==> src/rtl/data_mem_ctrl.sv <==
// Data-memory controller: turns MemRead/MemWrite into a single doubleword-aligned memory
// request with byte lanes. The optional ack timeout is enabled by defining DMEM_TIMEOUT_EN.
`ifndef WORD
`define WORD [63:0]
`endif

module data_mem_ctrl #(
  parameter int TO_LIMIT = 255
) (
  input  logic       clk,
  input  logic       rst_n,
  input  logic       MemRead,
  input  logic       MemWrite,
  input  logic [1:0] size,
  input  logic `WORD addr,
  input  logic `WORD w_data,
  output logic `WORD r_data,
  output logic       stall,
  output logic       err,
  output logic       mem_req,
  output logic       mem_we,
  output logic `WORD mem_addr,
  output logic [7:0] mem_be,
  output logic `WORD mem_wdata,
  input  logic       mem_ack,
  input  logic `WORD mem_rdata
);

  // The wait counter is 8 bits wide, so the limit must fit in it.
  if (TO_LIMIT < 1 || TO_LIMIT > 255) begin : g_bad_limit
    $error("data_mem_ctrl: TO_LIMIT must be in 1..255");
  end

  typedef enum logic [1:0] {IDLE, ACCESS, RESP} state_t;
  state_t state;

  logic [1:0]  size_q;
  logic [2:0]  off_q;
  logic        req;
  logic        misaligned;
  logic [7:0]  lane_mask;
  logic [63:0] rd_mask;
`ifdef DMEM_TIMEOUT_EN
  logic [7:0]  wait_cnt;
`endif

  assign req = MemRead | MemWrite;

  always_comb begin
    misaligned = 1'b0;
    lane_mask  = 8'h01;
    case (size)
      2'd0: begin lane_mask = 8'h01; misaligned = 1'b0;           end
      2'd1: begin lane_mask = 8'h03; misaligned = addr[0];        end
      2'd2: begin lane_mask = 8'h0F; misaligned = |addr[1:0];     end
      default: begin lane_mask = 8'hFF; misaligned = |addr[2:0];  end
    endcase
  end

  always_comb begin
    rd_mask = 64'hFFFF_FFFF_FFFF_FFFF;
    case (size_q)
      2'd0:    rd_mask = 64'h0000_0000_0000_00FF;
      2'd1:    rd_mask = 64'h0000_0000_0000_FFFF;
      2'd2:    rd_mask = 64'h0000_0000_FFFF_FFFF;
      default: rd_mask = 64'hFFFF_FFFF_FFFF_FFFF;
    endcase
  end

  // Stall covers the request cycle and every ACCESS cycle; RESP releases the datapath.
  assign stall = (state == ACCESS) || ((state == IDLE) && req);

  always_ff @(posedge clk or negedge rst_n) begin
    if (!rst_n) begin
      state     <= IDLE;
      r_data    <= '0;
      err       <= 1'b0;
      mem_req   <= 1'b0;
      mem_we    <= 1'b0;
      mem_addr  <= '0;
      mem_be    <= '0;
      mem_wdata <= '0;
      size_q    <= '0;
      off_q     <= '0;
`ifdef DMEM_TIMEOUT_EN
      wait_cnt  <= '0;
`endif
    end else begin
      err <= 1'b0;
      case (state)
        IDLE: begin
          if (req) begin
            if (misaligned) begin
              state  <= RESP;
              err    <= 1'b1;
              r_data <= '0;
            end else begin
              state     <= ACCESS;
              mem_req   <= 1'b1;
              mem_we    <= MemWrite;
              mem_addr  <= {addr[63:3], 3'b000};
              mem_be    <= lane_mask << addr[2:0];
              mem_wdata <= w_data << {addr[2:0], 3'b000};
              size_q    <= size;
              off_q     <= addr[2:0];
`ifdef DMEM_TIMEOUT_EN
              wait_cnt  <= '0;
`endif
            end
          end
        end
        ACCESS: begin
          if (mem_ack) begin
            mem_req <= 1'b0;
            state   <= RESP;
            if (!mem_we)
              r_data <= (mem_rdata >> {off_q, 3'b000}) & rd_mask;
          end
`ifdef DMEM_TIMEOUT_EN
          else if ({1'b0, wait_cnt} + 9'd1 == 9'(TO_LIMIT)) begin
            mem_req <= 1'b0;
            state   <= RESP;
            r_data  <= '0;
            err     <= 1'b1;
          end else begin
            wait_cnt <= wait_cnt + 8'd1;
          end
`endif
        end
        default: state <= IDLE;
      endcase
    end
  end

endmodule

==> config.mk <==
export PLATFORM = sky130hd
export DESIGN_NAME = data_mem_ctrl
export DESIGN_NICKNAME = d
export VERILOG_FILES = /design/src/rtl/data_mem_ctrl.sv
export SDC_FILE = /design/constraint.sdc
export NUM_CORES = 1
export LEC_CHECK = 0
export ABC_AREA = 0
export CORE_AREA = 2 2 156 158
export CTS_BUF_LIST = sky130_fd_sc_hd__clkbuf_16
export DETAILED_ROUTE_END_ITERATION = 8
export DIE_AREA = 0 0 158 160
export PLACE_DENSITY = 0.79
export SYNTH_ARGS = -nofsm -noshare
export SYNTH_HDL_FRONTEND = slang
export SYNTH_SLANG_ARGS = --single-unit
==> constraint.sdc <==
create_clock -name clk -period 3.2 [get_ports clk]
set_clock_uncertainty 0.1 [all_clocks]
set_input_delay 0.48 -clock clk [delete_from_list [all_inputs] [get_ports clk]]
set_output_delay 0.48 -clock clk [all_outputs]
set_load 0.01 [all_outputs]
==> flow_summary.json <==
{
  "status": "completed",
  "cts_tree": "done",
  "grtUsageTotal": 0.292,
  "synth.avg_cell_area_sq_um": 10.5,
  "gp_congestion": 0.939,
  "cts_buffers": 24,
  "synth_common_cells": "dfrtp_1 (207), nand2_1 (160), mux2i_1 (107), mux2_2 (94), o21ai_0 (76)",
  "worstSetupPathType": "flop to primary output",
  "stdcell_count": 1727,
  "end_kind": "primary output",
  "grt_first_pass_wirelength_microns": 57100,
  "grt_pass1_vias": 10000,
  "peakVddDrop_mv": 0.579,
  "start_util": 0.451,
  "fin_tns_setup_ps": 0,
  "fin_nets": 1583,
  "wl_per_cell_microns": 21.9,
  "slew_viol_final": 0,
  "antenna_found_initial": 1,
  "synth_area_leaders": "dfrtp_1 (48%), mux2i_1 (10%), mux2_2 (9.9%)",
  "die_y_microns": 160,
  "ios": 403,
  "fill_cells": 1935,
  "coreArea_sq_um": 23800,
  "drtAntennaViolNets": 0,
  "drive_gt1_frac": 0.125,
  "path_clk_slew_ps": 50,
  "power_density_nw_per_um2": 833,
  "tightest_slew_ps": 773,
  "min_period_ps": 2720,
  "synth_top_area_cell": "dfrtp_1",
  "seq_area_frac_synth": 0.482,
  "hold_buffers": 1,
  "clockRootBuffer": "clkbuf_16",
  "setup-violations-final": 0,
  "num_rows": 57,
  "p_leak_nw": 6.82,
  "crit_arrival_ps": 2140,
  "drt_iter0_drc": 705,
  "hold_path.class": "primary input to flop",
  "final_hold_viol_count": 0,
  "dp_cells": 1681,
  "fin_util": 0.664,
  "synthArstFlopShare": 1.00,
  "vias": 9765,
  "ctsResizeCount": 0,
  "max_cap_viol_count": 0,
  "rsz0062_at_grt": "no",
  "detail_route.drc_violations": 0,
  "ys.warnings.count": 0,
  "synth_top_area_share": 0.482,
  "dr.pass1.iters": 5,
  "yosys_most_used_dff": "dfrtp_1",
  "h-tree-depth": 1,
  "die_w_microns": 158,
  "die_area_sq_um": 25300,
  "dpl.hpwl_microns": 28100,
  "grt_max_degree": 108,
  "syn_inst": 1019,
  "clock_latency_ps": 520,
  "via_per_inst": 5.65,
  "synth.most_common_cell": "dfrtp_1",
  "setup.worst_path.start_class": "flop",
  "clock_path_buffers": 3,
  "relSlewSlack": 0.485,
  "grt_overflow": 0,
  "drt-total-wl_microns": 37900,
  "worstPathMaxFanout": 7,
  "netlist-cell-type-count": 47,
  "cp.required_ps": 2620,
  "synthesis.area_sq_um": 10700,
  "synth_edf_count": 0,
  "post_cts_buffers": 0,
  "synth_seq_cells": 207,
  "fmax_mhz": 368,
  "port_buffers": 399,
  "cts.sinks": 207,
  "area_growth_pct": 47.4,
  "finalCritPeriodShare": 0.849
}
## through the flow
stage                     power (mW)  hold WS, ps  cell area [sq um]  worst slack, ps
after floorplan                 7.23         84.4              10700             1060
after global placement          10.3          361              15000              452
after detailed placement        10.5          365              15000              404
after CTS                       13.3          269              15800              419
after global routing            13.9          304              15800              351
final                           13.2          308              15800              483
## layer usage
metal	track usage	wire [microns]	share of wire	up-vias
met3	0.0871	3840	0.10	96
met5	0	0	0	-
met2	0.512	19100	0.50	483
li1	-	-	-	4449
met4	0.124	1660	0.044	0
met1	0.327	13300	0.35	4737
## worst max-delay path, cell delays in order, from the launching register on
cell and delay [ps]:
dfrtp_1 430, nor2_1 330, nand2_1 180, nand2_1 100, clkdlybuf4s50_1 570
## registers in the layout, summed over array words and instances (netlist names)
register,count
mem_wdata,64
r_data,64
mem_addr,61
mem_be,8
off_q,3
size_q,2
state,2
err,1
mem_req,1
mem_we,1
## power breakdown
part	total [mW]	internal (mW)	switching (mW)
Sequential	4.35	3.63	0.724
Clock	2.71	1.60	1.10
Combinational	6.13	3.27	2.86
Total	13.2	8.50	4.69
## logic make-up after synthesis
kind of cell           Yosys count  share of synthesized area
AOI/OAI and AO/OA              273                      0.177
and+or+nand+nor                245                     0.0973
DFF                            207                      0.482
muxes                          204                      0.205
buffers and inverters           89                     0.0387
other                            1                   0.000349
## layout by cell type, fill, tap and decap left out, types with 11 or more instances in the layout
cell type / Yosys / routed
buf_4: 3 / 17
a21o_1: 16 / 16
a21oi_1: 32 / 32
o21ai_0: 76 / 76
nand2_1: 160 / 160
o31ai_1: 47 / 47
a32o_1: 12 / 12
a22o_1: 13 / 13
dfrtp_1: 207 / 206
nor2_1: 41 / 41
mux2_2: 94 / 94
mux2i_1: 107 / 107
clkdlybuf4s50_1: 0 / 395
a22oi_1: 22 / 22
and2_1: 11 / 11
clkbuf_16: 0 / 24
nand2b_1: 12 / 12
## layout make-up
cell class | count | area, sq um | share of cell area
clock inverters | 20 | 175 | 0.0111
clock buffers | 24 | 601 | 0.0379
inverters | 2 | 7.51 | 0.000474
well taps | 324 | 405 | 0.0256
flip-flops and latches | 207 | 5180 | 0.327
diodes | 1 | 2.50 | 0.000158
repair buffers | 424 | 4280 | 0.270
multi-input cells | 725 | 5180 | 0.327
## path summary, 6_finish.rpt
path / startpoint / slack (ps) / cells after the start / to
max: state[0] / 480 / 4 / stall
min: addr[0] / 310 / 2 / off_q[0]
max reg2reg: off_q[0] / 810 / 4 / r_data[0]
min reg2reg: mem_req / 380 / 2 / mem_req
max in group asynchronous: rst_n / 1690 / 3 / mem_wdata[58]
min in group asynchronous: rst_n / 440 / 2 / r_data[14]
Power figures use the tool's default switching activity.
==> patch 1: new RTL, same settings <==
Encoding of `state_t`: now one-hot (3 bits for 3 states).
--- a/src/rtl/data_mem_ctrl.sv
+++ b/src/rtl/data_mem_ctrl.sv
@@ -32,5 +32,5 @@
   end
 
-  typedef enum logic [1:0] {IDLE, ACCESS, RESP} state_t;
+  typedef enum logic [2:0] {IDLE = 3'b001, ACCESS = 3'b010, RESP = 3'b100} state_t;
   state_t state;
 
Behaviour: no difference found for any inputs over 4 cycles, from zero or initial values and one cycle with rst_n low; so few cycles prove little.
==> patch 1 against the original RTL <==
- power fell by 0.21%
- count of clock-buffer cells in the layout fell by 1
- core utilization rose by 2.6 points
- sequential share of layout area fell by 1.0 points
- wire length rose by 6.9%
- sequential cell count rose by 1
- first-iteration DRC count rose by 38%
- final area rose by 3.9%
- worst setup slack got worse by 0.14 ns
- synthesized area rose by 6.8%
- combinational power rose by 1%
- largest cell class is now multi-input combinational cells
==> patch 1: results (changes against the original RTL) <==
* Run status: complete, no violations
* Fillers at 1803 (-6.8%)
* Seq/Total Area, Yosys at 0.4538 (-0.02859)
* HPWL Detailed at 30130 um (+7.1%)
* Mux cell area share after synthesis at 0.2673 (+0.06269)
* Setup Buffers After CTS at 0 (unchanged)
* Routed Antenna Nets at 0 (unchanged)
* FFs w/ async S/R, synth at 1.000 (unchanged)
* Most frequent cells after synthesis: dfrtp_1, mux2_2, o21ai_0
* H-tree depth at 1 (unchanged)
* DP Cell Count at 1614 (-4.0%)
* Clock transition at path regs at 0.06 ns
* Clock buffer count from CTS at 23 (-4.2%)
* Root buffer cell: clkbuf_16
* Hold Path Class: reg2reg
* Initial antenna violation count at 0 (-1)
* Vias in the first global route at 10.32k (+2.9%)
* Layout Cells excl Fill at 1653 (-4.3%)
* GRT Util Overall at 0.3181 (+0.02604)
* Regs by FF count: mem_wdata x64, r_data x64, mem_addr x61
* Max transition margin at 0.3975 (-0.08750)
* Vias per inst at 5.994 (+6.0%)
* R2R setup slack at 0.71 ns (-0.10 ns)
* Pleak at 6.664 nW (-2.3%)
* Initial DRT Pass Iterations at 5 (unchanged)
* Xor/xnor share of the synthesized area at 0 (unchanged)
* Critical-path maximum fanout at 7 (unchanged)
* Cts repair resizes at 0 (unchanged)
* Dominant cells by area after synthesis: dfrtp_1, mux2_2, mux4_2
* Worst R2R Path Depth at 4 (unchanged)
* Share of layout cells above drive strength 1 at 0.2062 (+0.08135)
* N_diodes at 0 (-1)
* Port bufs at 399 (unchanged)
* Hold depth at 1 (-1)
* Worst EP arrival at 2.28 ns (+0.14 ns)
* Main synth FF type: dfrtp_1
* Drt wl/cell at 24.51 um (+12%)
* WHS at 0.3806 ns (+0.07279 ns)
* Starting DRT DRC Count at 970 (+38%)
* Nets at 1515 (-4.3%)
* Synth Area in Adders at 0 (unchanged)
* Compound-Gate Fraction of Synth Area at 0.1616 (-0.01513)
* Distinct cell type count of the synthesized netlist at 56 (+19%)
* Worst vdd ir at 0.5573 mV (-3.8%)
* YS warnings at 0 (unchanged)
* Mean Syn Cell Area at 12.12 sq um (+15%)
* Largest net degree at the start of global routing at 67 (-38%)
* GP Congestion at 0.9222 (-1.8%)
* Hold buffers post-CTS at 1 (unchanged)
* Clock latency at the later pin of the worst-skew pair at 0.51 ns
* Clk buf depth at 3 (unchanged)
* First-pass GRT wire length at 61270 um (+7.3%)
[patch 1: changes by cell type after synthesis, moves of 11 or more]
cell       unedited run  this run
nand2_1             160        43
buf_4                 3        16
a21oi_1              32        21
mux2i_1             107        40
a21o_1               16         4
mux4_2                3        48
o31ai_1              47        33
o211ai_1              0        24
mux2_2               94       114
o2bb2ai_1             0        32
a22oi_1              22         9
a32o_1               12         0
[patch 1: final timing paths]
check,start,to
worst max-delay path,state[0],stall
worst min-delay path,mem_be[0],mem_be[0]
worst max register to register,off_q[0],r_data[47]
worst min register to register,mem_be[0],mem_be[0]
max in group asynchronous,rst_n,state[0]
min in group asynchronous,rst_n,r_data[61]
[patch 1: through the flow]
step,setup WS [ns],area [sq um]
CTS,0.2919,16440
floorplan,1.143,11480
global route,0.2428,16440
finish,0.3424,16440
detailed placement,0.5002,15730
global placement,0.5626,15730
[patch 1: per-layer routing]
metal	vias up	GRT usage	wire length (um)
li1	4333	-	-
met1	4900	0.3937	15120
met2	564	0.5399	19900
met3	111	0.06811	3643
met4	0	0.1298	1858
met5	-	0	0
[patch 1: layout make-up]
cell class,instances,share of cell area
clock inverter,15,0.007156
sequential,208,0.3171
timing repair buffer,436,0.2659
clock buffer,23,0.03502
tap,324,0.02466
inverter,13,0.002969
multi-input combinational,634,0.3472
[patch 1: critical path: stages (launching register included)]
cell             delay, ns
dfstp_2               0.39
or3b_1                0.53
and2_2                0.26
inv_1                 0.06
clkdlybuf4s50_1       0.55
[patch 1: cells by family (layout without fill, tap and decap cells)]
family / Yosys count / after routing
compound gates: 264 / 264
other cells: 1 / 3
simple gates: 143 / 143
flops: 208 / 208
mux: 224 / 224
buf+inv: 107 / 487
[patch 1: where the power goes]
group / internal, mW / leakage, nW / switching [mW] / total, mW
Sequential: 3.57 / 2.67 / 0.866 / 4.44
Clock: 1.45 / 0.353 / 1.05 / 2.51
Combinational: 3.43 / 3.64 / 2.78 / 6.21
Total: 8.46 / 6.66 / 4.70 / 13.2
==> patch 2: new RTL, config.mk and constraints unchanged <==
Made on the original files. Build with the macro `DMEM_TIMEOUT_EN` defined.
--- a/src/rtl/data_mem_ctrl.sv
+++ b/src/rtl/data_mem_ctrl.sv
@@ -1,4 +1,6 @@
 // Data-memory controller: turns MemRead/MemWrite into a single doubleword-aligned memory
 // request with byte lanes. The optional ack timeout is enabled by defining DMEM_TIMEOUT_EN.
+`define DMEM_TIMEOUT_EN
+
 `ifndef WORD
 `define WORD [63:0]
Formal check against the unedited RTL: same outputs for any inputs over 4 cycles, from zero or initial values and one cycle with rst_n low; that may be too few to reach the edited logic, so the function may still have changed.
==> patch 2 against the original RTL <==
- sequential power grew 4.6%
- first-iteration DRC count increased by 2.3%
- wire length grew 4.6%
- synthesized area is 15% higher
- worst setup slack improved by 0.080 ns
- final area increased by 10%
- global-route usage up 1.9 points
- clock power is 7% higher
- sequential share of layout area decreased by 1.8 points
- sequential cell count up 8
- register-to-register slack got worse by 0.25 ns
- power up 6.2%
- via count increased by 4.9%
- largest cell class is now multi-input combinational cells
==> patch 2: results (changes against the original RTL) <==
* Run status: complete, no violations
* DP Cell Count at 1742 (+3.6%)
* Regs by FF count: mem_wdata x64, r_data x64, mem_addr x61
* FFs w/ async S/R, synth at 1.000 (unchanged)
* Max transition margin at 0.3541 (-0.1309)
* Most frequent cells after synthesis: dfrtp_1, nand2_1, mux2i_1
* Port bufs at 399 (unchanged)
* Compound-Gate Fraction of Synth Area at 0.1094 (-0.06731)
* GP Congestion at 0.9601 (+2.3%)
* Pleak at 7.372 nW (+8.1%)
* Critical Path Max Stage Delay at 0.45 ns (-0.12 ns)
* Mean Syn Cell Area at 11.57 sq um (+9.8%)
* Met3 wire length at 3734 um (-2.8%)
* Initial antenna violation count at 0 (-1)
* Cts repair resizes at 0 (unchanged)
* Critical-path maximum fanout at 10 (+3)
* Switching part of the total at 0.3474 (-0.007829)
* Internal Power at 9.144 mW (+7.5%)
* Nets at 1648 (+4.1%)
* Largest net degree at the start of global routing at 98 (-9.3%)
* Metal2 WL at 19040 um (-0.31%)
* Initial DRT Pass Iterations at 6 (+1)
* Clock latency at the later pin of the worst-skew pair at 0.52 ns (about the same)
* Seq/Total Area, Yosys at 0.4345 (-0.04783)
* Synth Area in Adders at 0.002021 (+0.002021)
* Distinct cell type count of the synthesized netlist at 59 (+26%)
* Dominant cells by area after synthesis: dfrtp_1, mux2_2, mux2i_1
* Hold Path Class: in2reg
* Routing usage on met2 at 0.5087 (-0.003557)
* M1 wire length at 15210 um (+14%)
* H-tree depth at 1 (unchanged)
* Drt wl/cell at 22.13 um (+0.85%)
* Worst vdd ir at 0.5202 mV (-10%)
* Xor/xnor share of the synthesized area at 0.002930 (+0.002930)
* Top Family by Delay on Critical Path: compound AO/OA/AOI/OAI gates
* Clock buffer count from CTS at 26 (+8.3%)
* Root buffer cell: clkbuf_16
* Layout Cells excl Fill at 1791 (+3.7%)
* Vias per inst at 5.720 (+1.2%)
* First-pass GRT wire length at 60450 um (+5.9%)
* Clk buf depth at 3 (unchanged)
* Gate power share at 0.467 (+0.002)
* Clock transition at path regs at about 0.060 ns
* HPWL Detailed at 29620 um (+5.3%)
* Setup Buffers After CTS at 0 (unchanged)
* CP max-delay cell: dfrtp_1
* Met3 global-route usage at 0.08005 (-0.007056)
* Vias in the first global route at 10.40k (+3.8%)
* Starting DRT DRC Count at 721 (+2.3%)
* YS warnings at 0 (unchanged)
* Uppermost layer routed: met4
* Worst EP arrival at 2.94 ns (+0.80 ns)
* Mux cell area share after synthesis at 0.2970 (+0.09240)
* GRT Util Overall at 0.3110 (+0.01899)
* Clock distribution power at 2.91 mW (+7%)
* Share of layout cells above drive strength 1 at 0.1992 (+0.07436)
* GRT met1 Usage at 0.3934 (+0.06612)
-- patch 2: changes by cell type after synthesis, sizes merged, moves of 11 or more --
| cell | delta |
|---|---|
| mux2 | +53 |
| o21ai | -42 |
| nor2 | +40 |
| mux4 | +31 |
| nand2 | -28 |
| a211oi | +17 |
| o31ai | -17 |
| buf | +15 |
| a21o | -14 |
| inv | +13 |
| nor2b | +13 |
| a22o | -12 |
| a32o | -12 |
| a22oi | -11 |
-- patch 2: final timing paths --
check | startpoint | end | slack (ns) | cells after the start
max | wait_cnt[0] | r_data[47] | 0.56 | 7
min | addr[0] | off_q[0] | 0.19 | 2
max reg2reg | wait_cnt[0] | r_data[47] | 0.56 | 7
min reg2reg | wait_cnt[6] | wait_cnt[6] | 0.37 | 1
max in group asynchronous | rst_n | wait_cnt[1] | 1.70 | 3
min in group asynchronous | rst_n | mem_addr[51] | 0.52 | 2
-- patch 2: final cells by class --
cell class / count / area [sq um]
antenna: 1 / 2.502
clock buffer: 27 / 675.6
clock inverter: 20 / 162.7
fill: 1738 / 6414
inverter: 16 / 60.06
multi-input combinational: 749 / 6334
sequential: 215 / 5385
tap: 324 / 405.4
timing repair buffer: 439 / 4382
-- patch 2: metrics by stage --
| stage | area, sq um | hold slack [ns] | setup WS (ns) |
|---|---|---|---|
| floorplan | 12390 | 0.08441 | 0.9647 |
| global placement | 16560 | 0.3578 | 0.3500 |
| detailed placement | 16560 | 0.3682 | 0.2949 |
| CTS | 17400 | 0.1728 | 0.5386 |
| global route | 17400 | 0.1983 | 0.4144 |
| finish | 17410 | 0.1859 | 0.5634 |
-- patch 2: timing repair --
action | 4_1_cts | 5_1_grt
endpoints found under the setup margin | 0 | 0
hold endpoints to repair | 92 | 0
hold buffers | 1 | 0
